**src/rtl/rv32_pkg.sv**
```systemverilog
// Shared RV32 definitions for the fetch stage: instruction width, bubble encoding and fetch FSM states.
package rv32_pkg;

  localparam int XLEN = 32;
  localparam logic [XLEN-1:0] NOP_INSTR_VAL = 32'h0000_0013;

  typedef enum logic [1:0] {
    ST_FETCH = 2'd0,
    ST_WAIT  = 2'd1,
    ST_DRAIN = 2'd2
  } fetch_state_e;

  function automatic logic [XLEN-1:0] word_align(input logic [XLEN-1:0] addr);
    return {addr[XLEN-1:2], 2'b00};
  endfunction

endpackage

```
**src/rtl/if_id_pipe_reg.sv**
```systemverilog
// IF/ID pipeline register: async reset to a bubble, hold freezes contents, flush loads a bubble.
module if_id_pipe_reg
  import rv32_pkg::*;
#(
  parameter logic [XLEN-1:0] NOP_INSTR = NOP_INSTR_VAL
) (
  input  logic            clk,
  input  logic            rst,
  input  logic            hold,
  input  logic            flush,
  input  logic [XLEN-1:0] pc_in,
  input  logic [XLEN-1:0] instr_in,
  output logic [XLEN-1:0] if_pc,
  output logic [XLEN-1:0] if_instr,
  output logic [XLEN-1:0] if_pc_plus4,
  output logic            if_valid
);

  // flush wins over hold: a redirect from EX must squash even a stalled slot
  always_ff @(posedge clk or posedge rst) begin
    if (rst) begin
      if_pc       <= '0;
      if_instr    <= NOP_INSTR;
      if_pc_plus4 <= '0;
      if_valid    <= 1'b0;
    end else if (flush) begin
      if_pc       <= pc_in;
      if_instr    <= NOP_INSTR;
      if_pc_plus4 <= pc_in + 32'd4;
      if_valid    <= 1'b0;
    end else if (!hold) begin
      if_pc       <= pc_in;
      if_instr    <= instr_in;
      if_pc_plus4 <= pc_in + 32'd4;
      if_valid    <= 1'b1;
    end
  end

endmodule

```
**src/rtl/if_fetch_stage.sv**
```systemverilog
// RV32IM fetch stage: PC, wait-state IMEM handshake, stalls and EX redirects (incl. in-flight squash).
// Optional perf counters enabled by defining IF_PERF_CNT_EN.
module if_fetch_stage
  import rv32_pkg::*;
#(
  parameter logic [31:0] RESET_PC  = 32'h0000_0000,
  parameter logic [31:0] NOP_INSTR = NOP_INSTR_VAL
`ifdef IF_PERF_CNT_EN
  ,
  parameter int          PERF_CNT_W = 32
`endif
) (
  input  logic        CLK,
  input  logic        RST,
  input  logic        STALL,
  input  logic        BRANCH_TAKEN,
  input  logic [31:0] BRANCH_TARGET,
  output logic [31:0] IMEM_ADDR,
  output logic        IMEM_READ,
  input  logic [31:0] IMEM_RDATA,
  input  logic        IMEM_BUSY,
  output logic [31:0] IF_PC,
  output logic [31:0] IF_INSTRUCTION,
  output logic [31:0] IF_PC_PLUS4,
  output logic        IF_VALID,
`ifdef IF_PERF_CNT_EN
  output logic [PERF_CNT_W-1:0] FETCH_CNT,
  output logic [PERF_CNT_W-1:0] STALL_CNT,
  output logic [PERF_CNT_W-1:0] BUBBLE_CNT,
`endif
  output logic [1:0]  DBG_STATE
);

  // IMEM handshake: IMEM_READ is held high whenever out of reset; an access
  // completes in any cycle with IMEM_BUSY=0, and IMEM_RDATA is valid only then.

  fetch_state_e state_q, state_d;
  logic [31:0]  pc_q, pc_d;
  logic [31:0]  redir_q, redir_d;
  logic [31:0]  target;
  logic         complete;
  logic         ifid_hold;
  logic         ifid_flush;

  assign target   = word_align(BRANCH_TARGET);
  assign complete = !IMEM_BUSY;

  always_ff @(posedge CLK or posedge RST) begin
    if (RST) begin
      state_q <= ST_FETCH;
      pc_q    <= word_align(RESET_PC);
      redir_q <= '0;
    end else begin
      state_q <= state_d;
      pc_q    <= pc_d;
      redir_q <= redir_d;
    end
  end

  always_comb begin
    state_d    = state_q;
    pc_d       = pc_q;
    redir_d    = redir_q;
    ifid_hold  = 1'b0;
    ifid_flush = 1'b0;
    case (state_q)
      ST_DRAIN: begin
        // the in-flight word belongs to a squashed path; newest redirect wins
        ifid_flush = 1'b1;
        if (BRANCH_TAKEN) redir_d = target;
        if (complete) begin
          pc_d    = BRANCH_TAKEN ? target : redir_q;
          state_d = ST_FETCH;
        end
      end
      default: begin
        if (BRANCH_TAKEN) begin
          ifid_flush = 1'b1;
          if (complete) begin
            pc_d    = target;
            state_d = ST_FETCH;
          end else begin
            redir_d = target;
            state_d = ST_DRAIN;
          end
        end else if (STALL) begin
          // a completed word is dropped and simply re-read next cycle
          ifid_hold = 1'b1;
          state_d   = complete ? ST_FETCH : ST_WAIT;
        end else if (complete) begin
          pc_d    = pc_q + 32'd4;
          state_d = ST_FETCH;
        end else begin
          ifid_flush = 1'b1;
          state_d    = ST_WAIT;
        end
      end
    endcase
  end

  assign IMEM_ADDR = pc_q;
  assign IMEM_READ = !RST;
  assign DBG_STATE = state_q;

  if_id_pipe_reg #(
    .NOP_INSTR (NOP_INSTR)
  ) u_if_id (
    .clk         (CLK),
    .rst         (RST),
    .hold        (ifid_hold),
    .flush       (ifid_flush),
    .pc_in       (pc_q),
    .instr_in    (IMEM_RDATA),
    .if_pc       (IF_PC),
    .if_instr    (IF_INSTRUCTION),
    .if_pc_plus4 (IF_PC_PLUS4),
    .if_valid    (IF_VALID)
  );

`ifdef IF_PERF_CNT_EN
  logic fetch_evt;
  assign fetch_evt = !ifid_flush && !ifid_hold;

  // saturating: counters stick at all-ones rather than wrapping
  always_ff @(posedge CLK or posedge RST) begin
    if (RST) begin
      FETCH_CNT  <= '0;
      STALL_CNT  <= '0;
      BUBBLE_CNT <= '0;
    end else begin
      if (fetch_evt && (FETCH_CNT != '1))
        FETCH_CNT <= FETCH_CNT + PERF_CNT_W'(1);
      if (STALL && (STALL_CNT != '1))
        STALL_CNT <= STALL_CNT + PERF_CNT_W'(1);
      if (ifid_flush && (BUBBLE_CNT != '1))
        BUBBLE_CNT <= BUBBLE_CNT + PERF_CNT_W'(1);
    end
  end
`endif

endmodule

```
**config.mk**
```make
export PLATFORM = sky130hd
export DESIGN_NAME = if_fetch_stage
export DESIGN_NICKNAME = d
export VERILOG_FILES = /design/src/rtl/rv32_pkg.sv /design/src/rtl/if_id_pipe_reg.sv /design/src/rtl/if_fetch_stage.sv
export SDC_FILE = /design/constraint.sdc
export NUM_CORES = 1
export LEC_CHECK = 0
export CORE_ASPECT_RATIO = 1.4
export CORE_MARGIN = 10
export CORE_UTILIZATION = 52
export DETAILED_ROUTE_END_ITERATION = 6
export PLACE_DENSITY = 0.85
export SKIP_CTS_REPAIR_TIMING = 1
export SKIP_LAST_GASP = 1
export SLEW_MARGIN = 20
export SYNTH_ARGS = -nofsm -noshare
export SYNTH_HDL_FRONTEND = slang
export SYNTH_SLANG_ARGS = --single-unit
```
**constraint.sdc**
```tcl
create_clock -name CLK -period 9.15 [get_ports CLK]
set_input_delay 1.3725 -clock CLK [delete_from_list [all_inputs] [get_ports CLK]]
set_output_delay 1.3725 -clock CLK [all_outputs]
set_load 0.05 [all_outputs]
```
==> summary.md, run 1 <==
| Metric | Value |
|---|---|
| R2R setup slack | 5.87 ns |
| Asr flop ratio synth | 100.0% |
| Final WS setup | 4.388 ns |
| Die Ht | 161.4 microns |
| Worst-skew pair later-pin latency | 0.42 ns |
| Cell Pwr Density | 235.2 nW/um^2 |
| Met1 usage | 26.06% |
| Synth Instances | 723 |
| RSZ-0062 raised after global routing | false |
| Layout Utilization | 71.90% |
| Wire per inst | 20.14 microns |
| CP max FO | 88 |
| Clock H-tree levels | 4 |
| Core area | 13970 sq um |
| Clock power share | 32.1% |
| Final nets | 958 |
| Rel. slew slack | 27.85% |
| Number of synthesized flops with an enable pin | 0 |
| Placement Setup Slack | 4.305 ns |
| Arrival @ worst endpoint | 3.39 ns |
| Sink Count | 161 |
| WL final | 21910 microns |
| Area Growth Syn to Fin | 35.37% |
| Post-DRT Antenna Nets | 0 |
| Ports | 201 |
| Status | finished clean |
| Final routed DRC violation total | 0 |
| Area leader, netlist | dfrtp_1 |
| Synth cell types | 52 |
| Final Max Tran Viols | 0 |
| Clock Path Buffers | 2 |
| Post-synthesis cell area | 7422 sq um |
| Top cells by area, synth | dfrtp_1, nand2_1, mux2_2 |
| Total of max-cap violations | 0 |
| Final Hold Viols | 0 |
| Total power | 2.363 mW |
| Flops & latches, synth | 161 |
| Die width | 121.0 microns |
| Kind of critical path | in -> out |
| RD Place Congestion | 0.8631 |
| Fill count | 1006 |
| Global routing met2 resource utilization | 35.81% |
| Switching power | 0.8277 mW |
| F_max | 210.0 MHz |
| CTS Buf Count | 17 |
| Setup TNS | 0 ns |
| Register area share after synthesis | 54.33% |
| Total iterations of the first detailed-routing run | 6 |
| FP Rows | 51 |
| Syn nets | 793 |
| Die ar. | 19520 sq um |
| Final cell count without fillers | 1088 |
| Hold WC Path Type | reg -> reg |
| Worst vdd ir | 0.0001312 V |
| Clock skew | 0.008654 ns |
| Ys flop type | dfrtp_1 |
| Fin crit share | 52.05% |
| Post-synth top area share | 53.27% |
| Switching Share | 35.03% |
| Detailed placement HPWL | 15070 microns |
| Vias in the first global route | 6289 |
| Ys Warns | 0 |
| Routed vias/inst | 5.795 |
| Combinational power share | 29.4% |
| Leakage | 4.214 nW |
| Met3 usage | 5.897% |
| Largest net degree at the start of global routing | 89 |
| Final setup viols | 0 |
| CTS tree | yes |
| Global-route wire length before repair | 33980 microns |
| Initial core utilization | 53.11% |
| Layer with the highest usage | met2 |
| Placed cell count | 1054 |
| Final Critical Period | 4.762 ns |
| Routed via count | 6305 |
| CP Capture Type | primary output |
| Worst setup SP type | input port |
| Number of antenna violations at the first check in global routing | 2 |
| Slew @ Worst Pin | 1.078 ns |
| DRT iter0 DRCs | 635 |
| P_int | 1.535 mW |
| Sequential cell fraction of total power | 38.5% |
| Worst-path clk slew | 0.06 ns |
| Syn Area/Cell | 10.27 sq um |
| Root Driver | clkbuf_16 |
| Remaining global-route overflow | 0 |
| I/O Buffers | 198 |
| GRT Total Usage | 21.94% |
| Layout cells sized above 1 | 9.545% |
| WP data required | 7.78 ns |
layout by cell type, fill, tap and decap left out, drive strengths merged, types with 15 or more instances in the layout:
cell type / synthesis / layout
nand2: 143 / 143
nor2: 35 / 35
mux2: 31 / 31
nand4: 15 / 15
a22o: 31 / 31
dfrtp: 158 / 158
xor2: 15 / 15
nor3: 17 / 17
clkbuf: 44 / 27
a21oi: 33 / 33
nand3: 19 / 19
clkdlybuf4s50: 0 / 198
o21ai: 52 / 52
cell families (layout without fill, tap and decap cells):
family | Yosys count | count (layout) | share of synthesized area (%)
AND/OR/NAND/NOR | 262 | 262 | 17.01
buffers and inverters | 69 | 247 | 4.653
other | 0 | 2 | 0
XOR/XNOR | 28 | 28 | 3.304
flip-flops | 161 | 161 | 54.33
multiplexers | 41 | 41 | 6.052
adder cells (fa/ha/maj) | 1 | 1 | 0.1686
AO/OA/AOI/OAI | 161 | 161 | 14.48
worst max-delay path: stages:
cell	delay, ns
clkdlybuf4s50_1	0.46
inv_6	0.58
clkdlybuf4s50_1	0.94
Yosys cell counts (all sizes together), types with 10 or more instances:
| cell | n |
|---|---|
| mux2 | 31 |
| dfrtp | 158 |
| o22a | 10 |
| and3 | 10 |
| nand2 | 143 |
| xnor2 | 13 |
| nand4 | 15 |
| xor2 | 15 |
| mux2i | 10 |
| buf | 15 |
| nor2 | 35 |
| a22o | 31 |
| nor3 | 17 |
| o21ai | 52 |
| nand3 | 19 |
| inv | 10 |
| clkbuf | 44 |
| a21oi | 33 |
area by class of cell:
cell class                 count  area [sq um]  share of cell area (%)
sequential                   161          4033                   40.14
antenna                        2         5.005                 0.04981
multi-input combinational    493          3073                   30.59
clock inverter                 5         125.1                   1.245
clock buffer                  27         503.0                   5.006
timing repair buffer         205          2034                   20.25
inverter                      10         42.54                  0.4234
tap                          185         231.5                   2.304
power groups by stage:
stage | combinational [mW] | clock (mW) | sequential [mW]
after detailed placement | 0.697 | 0 | 0.919
after floorplan | 0.200 | 0 | 1.16
final | 0.694 | 0.759 | 0.910
after global placement | 0.688 | 0 | 0.913
after global routing | 0.730 | 0.801 | 0.923
after CTS | 0.700 | 0.768 | 0.907
worst paths after layout:
kind	startpoint	endpoint	cells past startpoint
max	RST	IMEM_READ	3
max in group asynchronous	RST	u_if_id.if_instr[12]	3
max reg2reg	DBG_STATE[1]	u_if_id.if_pc_plus4[14]	6
min in group asynchronous	RST	u_if_id.if_instr[6]	2
min reg2reg	u_if_id.if_pc[14]	u_if_id.if_pc[14]	2
min	u_if_id.if_pc[14]	u_if_id.if_pc[14]	2
through the flow:
step / instance area (sq um) / hold WS (ns)
CTS: 10030 / 0.4685
global placement: 9407 / 0.4479
global route: 10050 / 0.4970
floorplan: 7422 / 0.4511
finish: 10050 / 0.4631
detailed placement: 9407 / 0.4551
layer usage:
layer | share of wire [%] | wire (microns) | vias to the layer above
met3 | 8.3 | 1820 | 52
met5 | 0 | 0 | -
met1 | 40 | 8660 | 3081
met2 | 49 | 10760 | 295
met4 | 3.1 | 675 | 0
li1 | - | - | 2877
registers in the layout, indices dropped and copies added, names as in the netlist:
name and cells:
redir_q 32, IMEM_ADDR 32, DBG_STATE 2, u_if_id.if_instr 32, u_if_id.if_pc_plus4 32, u_if_id.if_pc 30
u_if_id.if_valid 1
No activity file was read; power rests on OpenSTA's default activity.
==> inputs of run 2 (changes only) <==
--- a/config.mk
+++ b/config.mk
@@ -7,9 +7,9 @@
 export LEC_CHECK = 0
 export CORE_ASPECT_RATIO = 1.4
 export CORE_MARGIN = 10
-export CORE_UTILIZATION = 52
+export CORE_UTILIZATION = 44
 export DETAILED_ROUTE_END_ITERATION = 6
-export PLACE_DENSITY = 0.85
+export PLACE_DENSITY = 0.77
 export SKIP_CTS_REPAIR_TIMING = 1
 export SKIP_LAST_GASP = 1
 export SLEW_MARGIN = 20
==> constraint.sdc (replaced) <==
create_clock -name CLK -period 4 [get_ports CLK]
set_input_delay 0.6 -clock CLK [delete_from_list [all_inputs] [get_ports CLK]]
set_output_delay 0.6 -clock CLK [all_outputs]
set_load 0.05 [all_outputs]
==> run 2 against run 1 <==
Compared with the run above: sequential share of layout area decreased by 0.43 points; power increased by 130%; clock skew increased by 0.0028 ns; sequential power increased by 130%; wire length increased by 1.5%; cell count increased by 2.4%; worst hold slack got worse by 0.016 ns; critical endpoint is now u_if_id.if_pc_plus4[13]; largest cell class unchanged; highest routed layer unchanged.
==> summary.md, run 2 (synthesis gave the netlist of run 1 again) <==
| Metric | Value |
|---|---|
| CP max FO | 98 |
| GRT Total Usage | 19.85% |
| Leakage | 4.263 nW |
| Arrival @ worst endpoint | 2.89 ns |
| CTS Buf Count | 17 |
| Wire per inst | 19.96 microns |
| Design Area, Final | 10160 sq um |
| Detailed placement HPWL | 15600 microns |
| Final nets | 967 |
| FP Rows | 56 |
| CP Capture Type | register |
| Placement Setup Slack | 1.015 ns |
| Die Ht | 173.7 microns |
| Setup TNS | 0 ns |
| Cell Pwr Density | 534.3 nW/um^2 |
| Final Critical Period | 2.601 ns |
| Final WS setup | 1.399 ns |
| Number of antenna violations at the first check in global routing | 1 |
| DRT iter0 DRCs | 500 |
| Dpl cell area | 9513 sq um |
| Final Max Tran Viols | 0 |
| Worst vdd ir | 0.0003900 V |
| WL final | 22240 microns |
| Root Driver | clkbuf_16 |
| Fin crit share | 65.03% |
| Final routed DRC violation total | 0 |
| Worst-path clk slew | 0.07 ns |
| Final setup viols | 0 |
| Post-DRT Antenna Nets | 0 |
| Clock H-tree levels | 4 |
| Hold WC Path Type | in -> async |
| Status | finished clean |
| Final Hold Viols | 0 |
| Core area | 16680 sq um |
| Sink Count | 161 |
| Initial core utilization | 44.51% |
| CTS tree | yes |
| Total iterations of the first detailed-routing run | 6 |
| Most frequent cells in the layout | clkdlybuf4s50_1, dfrtp_1, nand2_1, o21ai_0, nor2_1 |
| RD Place Congestion | 0.8237 |
| Die width | 129.8 microns |
| Global-route wire length before repair | 35090 microns |
| Worst-skew pair later-pin latency | 0.43 ns |
| WP data required | 4.29 ns |
| Area Growth Syn to Fin | 36.83% |
| RSZ-0062 raised after global routing | false |
| Remaining global-route overflow | 0 |
| Kind of critical path | in -> reg |
| Clock Path Buffers | 2 |
| Ports | 201 |
| Largest net degree at the start of global routing | 160 |
| Die ar. | 22540 sq um |
| Leading cell type in the layout, fill and taps excluded | clkdlybuf4s50_1 |
| Slew @ Worst Pin | 0.9573 ns |
| I/O Buffers | 198 |
| Total of max-cap violations | 0 |
| Routed via count | 6175 |
| Routed vias/inst | 5.543 |
| F_max | 384.4 MHz |
| Worst setup SP type | input port |
| Layout cells sized above 1 | 11.10% |
| Rel. slew slack | 36.18% |
| Vias in the first global route | 6289 |
| Clock skew | 0.01141 ns |
## run 2: cell types whose count changed in the layout (fill, tap and decap cells not counted), moves of 2 or more
cell	change
buf_12	+2
buf_4	+8
clkbuf_1	-6
clkbuf_8	-3
clkinv_4	+3
clkinvlp_4	+3
inv_6	+3
## run 2: per-stage QoR
stage / util (%) / power [mW] / instances / hold WS (ns)
after floorplan: - / 3.112 / 723 / 0.4511
final: 60.90 / 5.426 / 1114 / 0.4471
after global placement: 57.05 / 3.678 / 1081 / 0.4488
after CTS: 60.89 / 5.473 / 1113 / 0.4397
after global routing: 60.90 / 5.655 / 1114 / 0.4366
after detailed placement: 57.05 / 3.706 / 1081 / 0.4545
## run 2: area by class of cell
cell class                      count  area (sq um)
Fill cell                        1371          6520
Sequential cell                   161          4033
Multi-Input combinational cell    493          3060
Timing Repair Buffer              214          2125
Clock buffer                       18         439.2
Tap cell                          203         254.0
Clock inverter                     14         201.4
Inverter                           10         41.29
Antenna cell                        1         2.502
## run 2: critical path, stage by stage
cell	delay (ns)
clkdlybuf4s50_1	0.46
inv_1	0.28
nand2_1	0.45
nor2_4	0.46
buf_12	0.36
o21ai_0	0.18
## run 2: worst paths after layout
path                                    from                 endpoint  slack [ns]  depth (start not counted)
setup reg to reg                IMEM_ADDR[2]            IMEM_ADDR[28]        1.40                          7
hold / removal                           RST        u_if_id.if_pc[11]        0.45                          2
hold reg to reg            u_if_id.if_pc[25]        u_if_id.if_pc[25]        0.46                          2
setup / recovery                BRANCH_TAKEN  u_if_id.if_pc_plus4[13]        1.40                          6
min in group CLK           u_if_id.if_pc[25]        u_if_id.if_pc[25]        0.46                          2
max in group asynchronous                RST              redir_q[18]        2.37                          3
## run 2: where the power goes
group | total [mW] | switching, mW | internal (mW)
Clock | 1.76 | 0.688 | 1.07
Sequential | 2.08 | 0.231 | 1.85
Combinational | 1.58 | 1.03 | 0.554
Total | 5.43 | 1.95 | 3.48
## run 2: layer usage
layer | global-route usage (%) | share of wire, % | vias up
li1 | - | - | 2886
met2 | 31.98 | 48 | 261
met5 | 0 | 0 | -
met1 | 23.44 | 39 | 2990
met4 | 8.083 | 2.2 | 0
met3 | 6.948 | 10 | 38
==> inputs of run 3 (changes only) <==
==> constraint.sdc (replaced) <==
create_clock -name CLK -period 2.1 [get_ports CLK]
set_input_delay 0.315 -clock CLK [delete_from_list [all_inputs] [get_ports CLK]]
set_output_delay 0.315 -clock CLK [all_outputs]
set_load 0.05 [all_outputs]
==> run 3 against run 2 <==
Compared with the run above: setup slack got worse by 1.3 ns; critical path depth fell by 4; utilization rose by 2.7 points; worst hold slack got worse by 0.023 ns; count of clock-buffer cells in the layout did not move; cell count rose by 5.1%; critical path type is now reg -> out; highest routed layer unchanged.
==> summary.md, run 3 (synthesis gave the netlist of run 1 again) <==
| Metric | Value |
|---|---|
| Status | finished clean |
| Ports | 201 |
| Hold WC Path Type | in -> async |
| Routed via count | 6546 |
| CP Capture Type | primary output |
| Clock H-tree levels | 4 |
| Critical path's largest stage delay | 0.81 ns |
| Wire per inst | 20.29 microns |
| Final routed DRC violation total | 0 |
| Worst-skew pair later-pin latency | 0.44 ns |
| Rel. slew slack | 62.82% |
| DRT iter0 DRCs | 575 |
| CP max FO | 5 |
| Total of max-cap violations | 0 |
| Worst reg2reg path depth | 5 |
| Global-route wire length before repair | 37500 microns |
| Worst setup SP type | register |
| Combinational power share | 32.7% |
| Detailed placement HPWL | 17530 microns |
| Sink Count | 161 |
| Leading cell type in the layout, fill and taps excluded | clkdlybuf4s50_1 |
| CP max-delay cell | clkdlybuf4s50_1 |
| Arrival @ worst endpoint | 1.73 ns |
| P_int | 6.478 mW |
| Capturing point of the worst reg2reg path | IMEM_ADDR[31] |
| RSZ-0062 raised after global routing | false |
| Worst-path clk slew | 0.06 ns |
| Cell Pwr Density | 967.4 nW/um^2 |
| Initial core utilization | 44.51% |
| RD Place Congestion | 0.8850 |
| Switching power | 3.783 mW |
| Final Critical Period | 2.041 ns |
| F_max | 489.9 MHz |
| Area Growth Syn to Fin | 42.90% |
| Die ar. | 22540 sq um |
| Final cell count without fillers | 1171 |
| Die width | 129.8 microns |
| Final Hold Viols | 0 |
| R2R setup slack | 0.14 ns |
| Slew @ Worst Pin | 0.5559 ns |
| Worst vdd ir | 0.0006217 V |
| Largest net degree at the start of global routing | 52 |
| Placement Setup Slack | 0.02330 ns |
| Clock skew | 0.01628 ns |
| Die Ht | 173.7 microns |
| WP data required | 1.78 ns |
| Sequential cell fraction of total power | 37.3% |
| CTS tree | yes |
| CP bufs+invs | 2 |
| Kind of critical path | reg -> out |
| Setup TNS | 0 ns |
| Switching Share | 36.87% |
| Vias in the first global route | 6619 |
| Routed vias/inst | 5.590 |
| Final WS setup | 0.05886 ns |
| CTS Buf Count | 17 |
| FF-to-FF Start | IMEM_ADDR[14] |
| Leakage | 4.655 nW |
| GRT Total Usage | 21.15% |
| Remaining global-route overflow | 0 |
| FP Rows | 56 |
| Total iterations of the first detailed-routing run | 5 |
| WL final | 23760 microns |
| CP cell instances | buf_4 > clkdlybuf4s50_1 |
| Root Driver | clkbuf_16 |
| Core area | 16680 sq um |
| Delay-heaviest family, CP | buffers and inverters |
| Final nets | 1024 |
| Clock Path Buffers | 2 |
| Final Max Tran Viols | 0 |
| Clock power share | 30.0% |
| Layout cells sized above 1 | 17.89% |
| Fin crit share | 97.20% |
| Most frequent cells in the layout | clkdlybuf4s50_1, dfrtp_1, nand2_1, buf_4, o21ai_0 |
| Final setup viols | 0 |
| Number of antenna violations at the first check in global routing | 1 |
| Layout Utilization | 63.60% |
| Post-DRT Antenna Nets | 0 |
| I/O Buffers | 198 |
| Placed cell count | 1138 |
run 3: cell count changes in the layout (fill, tap and decap cells not counted), sizes merged:
cell | previous run | this run
bufinv | 4 | 2
buf | 17 | 88
clkinvlp | 3 | 6
clkdlybuf4s50 | 197 | 167
inv | 13 | 12
dlymetal6s2s | 0 | 16
run 3: cell type report:
class / instances / area, sq um
tap: 203 / 254.0
antenna: 1 / 2.502
clock inverter: 14 / 155.1
fill: 1327 / 6070
inverter: 10 / 41.29
multi-input combinational: 493 / 3068
sequential: 161 / 4033
timing repair buffer: 271 / 2624
clock buffer: 18 / 429.2
run 3: worst reg2reg max path: cells and delay by family, from the launching register on:
family          cells  cell delay (ns)
mux                 1             0.25
flops               1             0.41
compound gates      1             0.13
simple gates        3             1.04
run 3: power groups by stage:
| stage | clock network [mW] | logic [mW] | registers (mW) |
|---|---|---|---|
| final | 3.08 | 3.36 | 3.82 |
| after global routing | 3.27 | 3.54 | 3.88 |
| after detailed placement | 0 | 3.37 | 3.87 |
| after floorplan | 0 | 0.874 | 5.05 |
| after CTS | 3.14 | 3.39 | 3.82 |
| after global placement | 0 | 3.33 | 3.85 |
run 3: worst max-delay path by stage:
stage | startpoint | endpoint | slack, ns | depth (start not counted)
2_1_floorplan | RST | IMEM_READ | -0.65 | 1
4_1_cts | IMEM_ADDR[5] | IMEM_ADDR[5] | -0.12 | 2
3_5_place_dp | BRANCH_TAKEN | u_if_id.if_pc_plus4[25] | 0.02 | 6
5_1_grt | IMEM_ADDR[17] | IMEM_ADDR[17] | 0.02 | 2
3_3_place_gp | BRANCH_TAKEN | u_if_id.if_pc_plus4[25] | 0.06 | 6
6_report | IMEM_ADDR[17] | IMEM_ADDR[17] | 0.06 | 2
run 3: metrics by stage:
step                      hold WS (ns)  area, sq um  power (mW)
after floorplan                 0.4511         7426       5.927
after global placement          0.4479         9968       7.178
after detailed placement        0.4545         9968       7.241
after CTS                       0.4341        10550       10.34
after global routing            0.4473        10610       10.70
final                           0.4240        10610       10.26
run 3: metal layers:
metal  GRT usage, %  vias to the layer above  routed length [microns]
met2          34.82                      299                    11810
met5              0                        -                        0
met3          6.826                       36                     2069
met4          8.036                        0                      651
met1          24.90                     3206                     9225
li1               -                     3005                        -
